--- config.mk ---
export PLATFORM = sky130hd
export DESIGN_NAME = odd_parity_rx
export DESIGN_NICKNAME = d
export VERILOG_FILES = /design/src/rtl/odd_parity_rx.sv
export SDC_FILE = /design/constraint.sdc
export NUM_CORES = 1
export LEC_CHECK = 0
export CAP_MARGIN = 20
export CORE_UTILIZATION = 30
export CTS_CLUSTER_SIZE = 12
export DETAILED_ROUTE_END_ITERATION = 7
export GPL_TIMING_DRIVEN = 0
export HOLD_SLACK_MARGIN = 0.02
export MAX_ROUTING_LAYER = met4
export PLACE_DENSITY = 0.52
export SLEW_MARGIN = 20
export SYNTH_ARGS = -nofsm -noshare
export SYNTH_HDL_FRONTEND = slang
export SYNTH_SLANG_ARGS = --single-unit
--- constraint.sdc ---
create_clock -name clk -period 3.4 [get_ports clk]
set_input_delay 1.02 -clock clk [delete_from_list [all_inputs] [get_ports clk]]
set_output_delay 1.02 -clock clk [all_outputs]
set_load 0.02 [all_outputs]
--- src/rtl/odd_parity_rx.sv ---
// Asynchronous serial frame receiver: start, DATA_W data bits (LSB first),
// odd-parity bit, stop bit. Parity is accumulated while the bits shift in.
//
// state     | meaning
// ----------+--------------------------------------------------------------
// IDLE      | line idle, waiting for rx_s low (start edge)
// START     | confirming start bit at its mid-point, glitch rejection
// DATA      | sampling DATA_W data bits mid-bit, shifting and accumulating
// PARITY    | sampling the parity bit into the accumulator
// STOP      | sampling the stop bit, registering the result and valid
// WAIT_HIGH | stop bit was low; hold off until the line returns high
module odd_parity_rx #(
  parameter int DATA_W       = 8,
  parameter int CLKS_PER_BIT = 16
) (
  input  logic              clk,
  input  logic              rst_n,
  input  logic              rx_in,
  output logic [DATA_W-1:0] data_out,
  output logic              parity_ok,
  output logic              frame_err,
  output logic              valid,
  output logic              busy
);

  localparam int TICK_W = (CLKS_PER_BIT > 1) ? $clog2(CLKS_PER_BIT) : 1;
  localparam int CNT_W  = (DATA_W > 1) ? $clog2(DATA_W + 1) : 1;

  localparam logic [TICK_W-1:0] TICK_LAST = TICK_W'(CLKS_PER_BIT - 1);
  localparam logic [TICK_W-1:0] TICK_HALF = TICK_W'(CLKS_PER_BIT / 2 - 1);
  localparam logic [CNT_W-1:0]  CNT_LAST  = CNT_W'(DATA_W - 1);

  typedef enum logic [2:0] {
    S_IDLE,
    S_START,
    S_DATA,
    S_PARITY,
    S_STOP,
    S_WAIT_HIGH
  } state_t;

  state_t              state_q, state_d;
  logic [1:0]          sync_q, sync_d;
  logic [TICK_W-1:0]   tick_q, tick_d;
  logic [CNT_W-1:0]    bit_cnt_q, bit_cnt_d;
  logic [DATA_W-1:0]   shift_q, shift_d;
  logic                acc_q, acc_d;
  logic [DATA_W-1:0]   data_q, data_d;
  logic                parity_ok_q, parity_ok_d;
  logic                frame_err_q, frame_err_d;
  logic                valid_q, valid_d;
  logic                rx_s;

  assign rx_s = sync_q[1];

  always_comb begin
    sync_d      = {sync_q[0], rx_in};
    state_d     = state_q;
    tick_d      = tick_q + 1'b1;
    bit_cnt_d   = bit_cnt_q;
    shift_d     = shift_q;
    acc_d       = acc_q;
    data_d      = data_q;
    parity_ok_d = parity_ok_q;
    frame_err_d = frame_err_q;
    valid_d     = 1'b0;

    case (state_q)
      S_IDLE: begin
        tick_d = '0;
        if (!rx_s) begin
          state_d   = S_START;
          acc_d     = 1'b0;
          bit_cnt_d = '0;
        end
      end
      S_START: begin
        if (tick_q == TICK_HALF) begin
          state_d = rx_s ? S_IDLE : S_DATA;
        end
      end
      S_DATA: begin
        if (tick_q == TICK_LAST) begin
          // Shift right with the new bit entering at the MSB, so the first
          // received bit lands in bit 0 once all DATA_W bits are in.
          for (int i = 0; i < DATA_W - 1; i++) begin
            shift_d[i] = shift_q[i+1];
          end
          shift_d[DATA_W-1] = rx_s;
          acc_d     = acc_q ^ rx_s;
          bit_cnt_d = bit_cnt_q + CNT_W'(1);
          tick_d    = '0;
          if (bit_cnt_q == CNT_LAST) begin
            state_d = S_PARITY;
          end
        end
      end
      S_PARITY: begin
        if (tick_q == TICK_LAST) begin
          acc_d   = acc_q ^ rx_s;
          state_d = S_STOP;
        end
      end
      S_STOP: begin
        if (tick_q == TICK_LAST) begin
          data_d      = shift_q;
          parity_ok_d = acc_q;
          frame_err_d = ~rx_s;
          valid_d     = 1'b1;
          state_d     = rx_s ? S_IDLE : S_WAIT_HIGH;
        end
      end
      S_WAIT_HIGH: begin
        tick_d = '0;
        if (rx_s) begin
          state_d = S_IDLE;
        end
      end
      default: begin
        state_d = S_IDLE;
      end
    endcase

    if (state_d != state_q) begin
      tick_d = '0;
    end
  end

  always_ff @(posedge clk or negedge rst_n) begin
    if (!rst_n) begin
      state_q     <= S_IDLE;
      sync_q      <= 2'b11;
      tick_q      <= '0;
      bit_cnt_q   <= '0;
      shift_q     <= '0;
      acc_q       <= 1'b0;
      data_q      <= '0;
      parity_ok_q <= 1'b0;
      frame_err_q <= 1'b0;
      valid_q     <= 1'b0;
    end else begin
      state_q     <= state_d;
      sync_q      <= sync_d;
      tick_q      <= tick_d;
      bit_cnt_q   <= bit_cnt_d;
      shift_q     <= shift_d;
      acc_q       <= acc_d;
      data_q      <= data_d;
      parity_ok_q <= parity_ok_d;
      frame_err_q <= frame_err_d;
      valid_q     <= valid_d;
    end
  end

  assign data_out  = data_q;
  assign parity_ok = parity_ok_q;
  assign frame_err = frame_err_q;
  assign valid     = valid_q;
  // The valid cycle itself counts as busy even though the FSM is back in IDLE.
  assign busy      = (state_q != S_IDLE) || valid_q;

endmodule

==> results.sh <==
export IMPL_grt_start_max_net_pins=34
export IMPL_start_util_pct=31.8
export IMPL_cts_sinks=33
export IMPL_cellPowerDensity_nw_per_um2=534
export IMPL_cp_end_kind="output port"
export IMPL_synthMostInstantiatedCell="dfrtp_1"
export IMPL_cts_buffers=5
export IMPL_htree_num_levels=2
export IMPL_die_h_um=76.5
export IMPL_power_leakage_nw=0.928
export IMPL_ant_nets=0
export IMPL_area_growth_pct=18.6
export IMPL_synthTopCellsByArea="dfrtp_1 (47%), mux2_4 (11%), buf_6 (3.4%), mux2_2 (3.4%), dfstp_2 (3.2%)"
export IMPL_syn_area_um2=1670
export IMPL_postCtsSetupBuffers=0
export IMPL_period_needed_ns=3.19
export IMPL_setup_viol=0
export IMPL_async_flop_share_pct=100
export IMPL_drtIter0Drc=32
export IMPL_drive_gt1_share_pct=27.5
export IMPL_grt_setup_unrepaired="false"
export IMPL_dr_total_vias=1072
export IMPL_hold_start="sync_q[0]"
export IMPL_regToRegStartpoint="tick_q[0]"
export IMPL_max_freq_mhz=313
export IMPL_wl_mm=3.15
export IMPL_setup_worst_path_class="flop to output port"
export IMPL_root_buffer="clkbuf_8"
export IMPL_synth_cell_types=42
export IMPL_synthCells=131
export IMPL_grtUsageTotal_pct=12.7
export IMPL_synthFlopType="dfrtp_1"
export IMPL_reg2reg_to="tick_q[1]"
export IMPL_startpoint_type="flop"
export IMPL_synth_commonest_cells="dfrtp_1 (31), mux2_4 (12), o21ai_0 (9)"
export IMPL_post_route_period_util_pct=93.9
export IMPL_grt_pass1_vias=1100
export IMPL_ir_worst_vdd_v=0.000268
export IMPL_viasPerCell=4.81
export IMPL_final_area_um2=1970
export IMPL_setup_slack_ns=0.207
export IMPL_rows=26
export IMPL_hold_violations=0
export IMPL_slew_headroom_pct=50.8
export IMPL_wl_per_cell_um=14.1
export IMPL_insertion_delay_ns=0.29
export IMPL_synth_seq_cells=33
export IMPL_worstPathRequired_ns=2.38
export IMPL_crit_fanout=10
export IMPL_reg2regPathDepth=6
export IMPL_seq_area_um2=828
export IMPL_drc=0
export IMPL_grt_antenna_before_repair=0
export IMPL_syn_nets=136
export IMPL_synth_edf_count=0
export IMPL_hold_class="flop to flop"
export IMPL_dp_slack_ns=0.534
export IMPL_die_area_um2=5850
export IMPL_placement_io_buffers=14
export IMPL_synth_warnings=0
export IMPL_dp_hpwl_mm=2.18
export IMPL_io_pins=15
export IMPL_finClkSkew_ns=0.00702
export IMPL_grt_pass1_wl_mm=5.45
export IMPL_ctsHoldBuffers=0
export IMPL_dr_pass1_iters=4
export IMPL_status="finished, final reports clean"
export IMPL_n_fill_cell=503
export IMPL_clock_path_buffers=2
export IMPL_nNetsFinal=157
export IMPL_timing_reg2reg_setup_slack_ns=1.54
export IMPL_ys_seq_area_share_pct=49.7
export IMPL_hold_slack_ns=0.359
export IMPL_worstMarginPinSlew_ns=0.737
export IMPL_place_congestion=0.766
export IMPL_cp_data_arrival_time_ns=2.17
export IMPL_setup_tns_ns=0
export IMPL_grt_overflow=0
export IMPL_fp_dieW_um=76.5
export IMPL_hold_depth=0
export IMPL_drv_slew=0
export IMPL_clkTransAtPathRegs_ns=0.07
export IMPL_core_area_um2=5240
export IMPL_syn_area_per_cell_um2=12.7
export IMPL_num_antenna_cells=0
export IMPL_max_cap_violations=0
export IMPL_cts_tree="done"
export IMPL_place_area_um2=1890
export IMPL_finalPower_mw=1.05
export IMPL_synth_top_area_share_pct=46.6
export IMPL_netlist_top_cell_by_area="dfrtp_1"
export IMPL_cts_resized=0
export IMPL_min_to="sync_q[1]"
export IMPL_multi_input_area_um2=724
==> cell families (layout without fill, tap and decap cells) <==
family	Yosys count	in the layout	share of synthesized area, %
and+or+nand+nor	34	34	14.0
muxes	20	20	16.0
DFF	33	33	49.7
xor gates and xnor gates	4	4	2.10
adders and majority gates	2	2	1.50
buffers and inverters	15	37	6.76
AOI/OAI and AO/OA	23	23	9.92
==> layout by cell type, fill, tap and decap left out, types with 3 or more instances in the layout <==
master / netlist / final
nor3_1: 3 / 3
inv_1: 5 / 5
clkbuf_8: 1 / 6
mux2_4: 12 / 12
mux2i_1: 3 / 3
nand4_1: 3 / 3
o21ai_0: 9 / 9
o211ai_1: 4 / 4
nand2_1: 3 / 3
nor2_1: 6 / 6
dfrtp_1: 31 / 31
clkdlybuf4s50_1: 0 / 13
buf_6: 5 / 5
mux2_2: 5 / 5
nand3b_1: 3 / 3
==> area by class of cell <==
cell class	count	share of cell area (%)
buffer	10	4.75
clock buffer	5	3.49
clock inverter	3	0.887
inverter	5	0.951
multi-input combinational	83	36.7
sequential	33	42.0
tap	70	4.44
timing repair buffer	14	6.84
==> power by group <==
| group | switching, mW | leakage, nW | internal (mW) | total (mW) |
|---|---|---|---|---|
| sequential | 0.0211 | 0.443 | 0.425 | 0.446 |
| clock | 0.151 | 0.0439 | 0.141 | 0.292 |
| combinational | 0.182 | 0.441 | 0.134 | 0.316 |
==> flip-flops by register name (all words and copies together) (netlist names), 2 cells and up <==
register	count
data_out	8
shift_q	8
bit_cnt_q	4
tick_q	4
state_q	3
sync_q	2
==> worst max-delay path by stage <==
| stage | endpoint | cells after the start | from |
|---|---|---|---|
| finish | busy | 4 | state_q[0] |
| global route | busy | 4 | state_q[0] |
| CTS | busy | 4 | state_q[0] |
| detailed placement | busy | 4 | state_q[0] |
| global placement | busy | 4 | state_q[0] |
| floorplan | busy | 3 | state_q[0] |
==> layer usage <==
layer  track usage [%]  wire length [um]  up-vias  share of wire (%)
met2              19.1              1500       25                 48
met3              5.03                97        4                3.1
met1              15.1              1510      527                 48
met5                 -                 0        -                  0
li1                  -                 -      516                  -
met4              5.00                42        0                1.3
==> critical path, cell delays in order (launching register included) <==
cell and delay [ns]:
dfrtp_1 0.38, buf_6 0.13, clkbuf_1 0.23, or4_1 0.58
clkdlybuf4s50_1 0.56
==> metrics by stage <==
step,std cells,utilization (%)
6_report,223,37.7
5_1_grt,223,37.7
4_1_cts,223,37.7
3_5_place_dp,215,36.0
3_3_place_gp,215,36.1
2_1_floorplan,131,-
No activity file was read; power rests on OpenSTA's default activity.
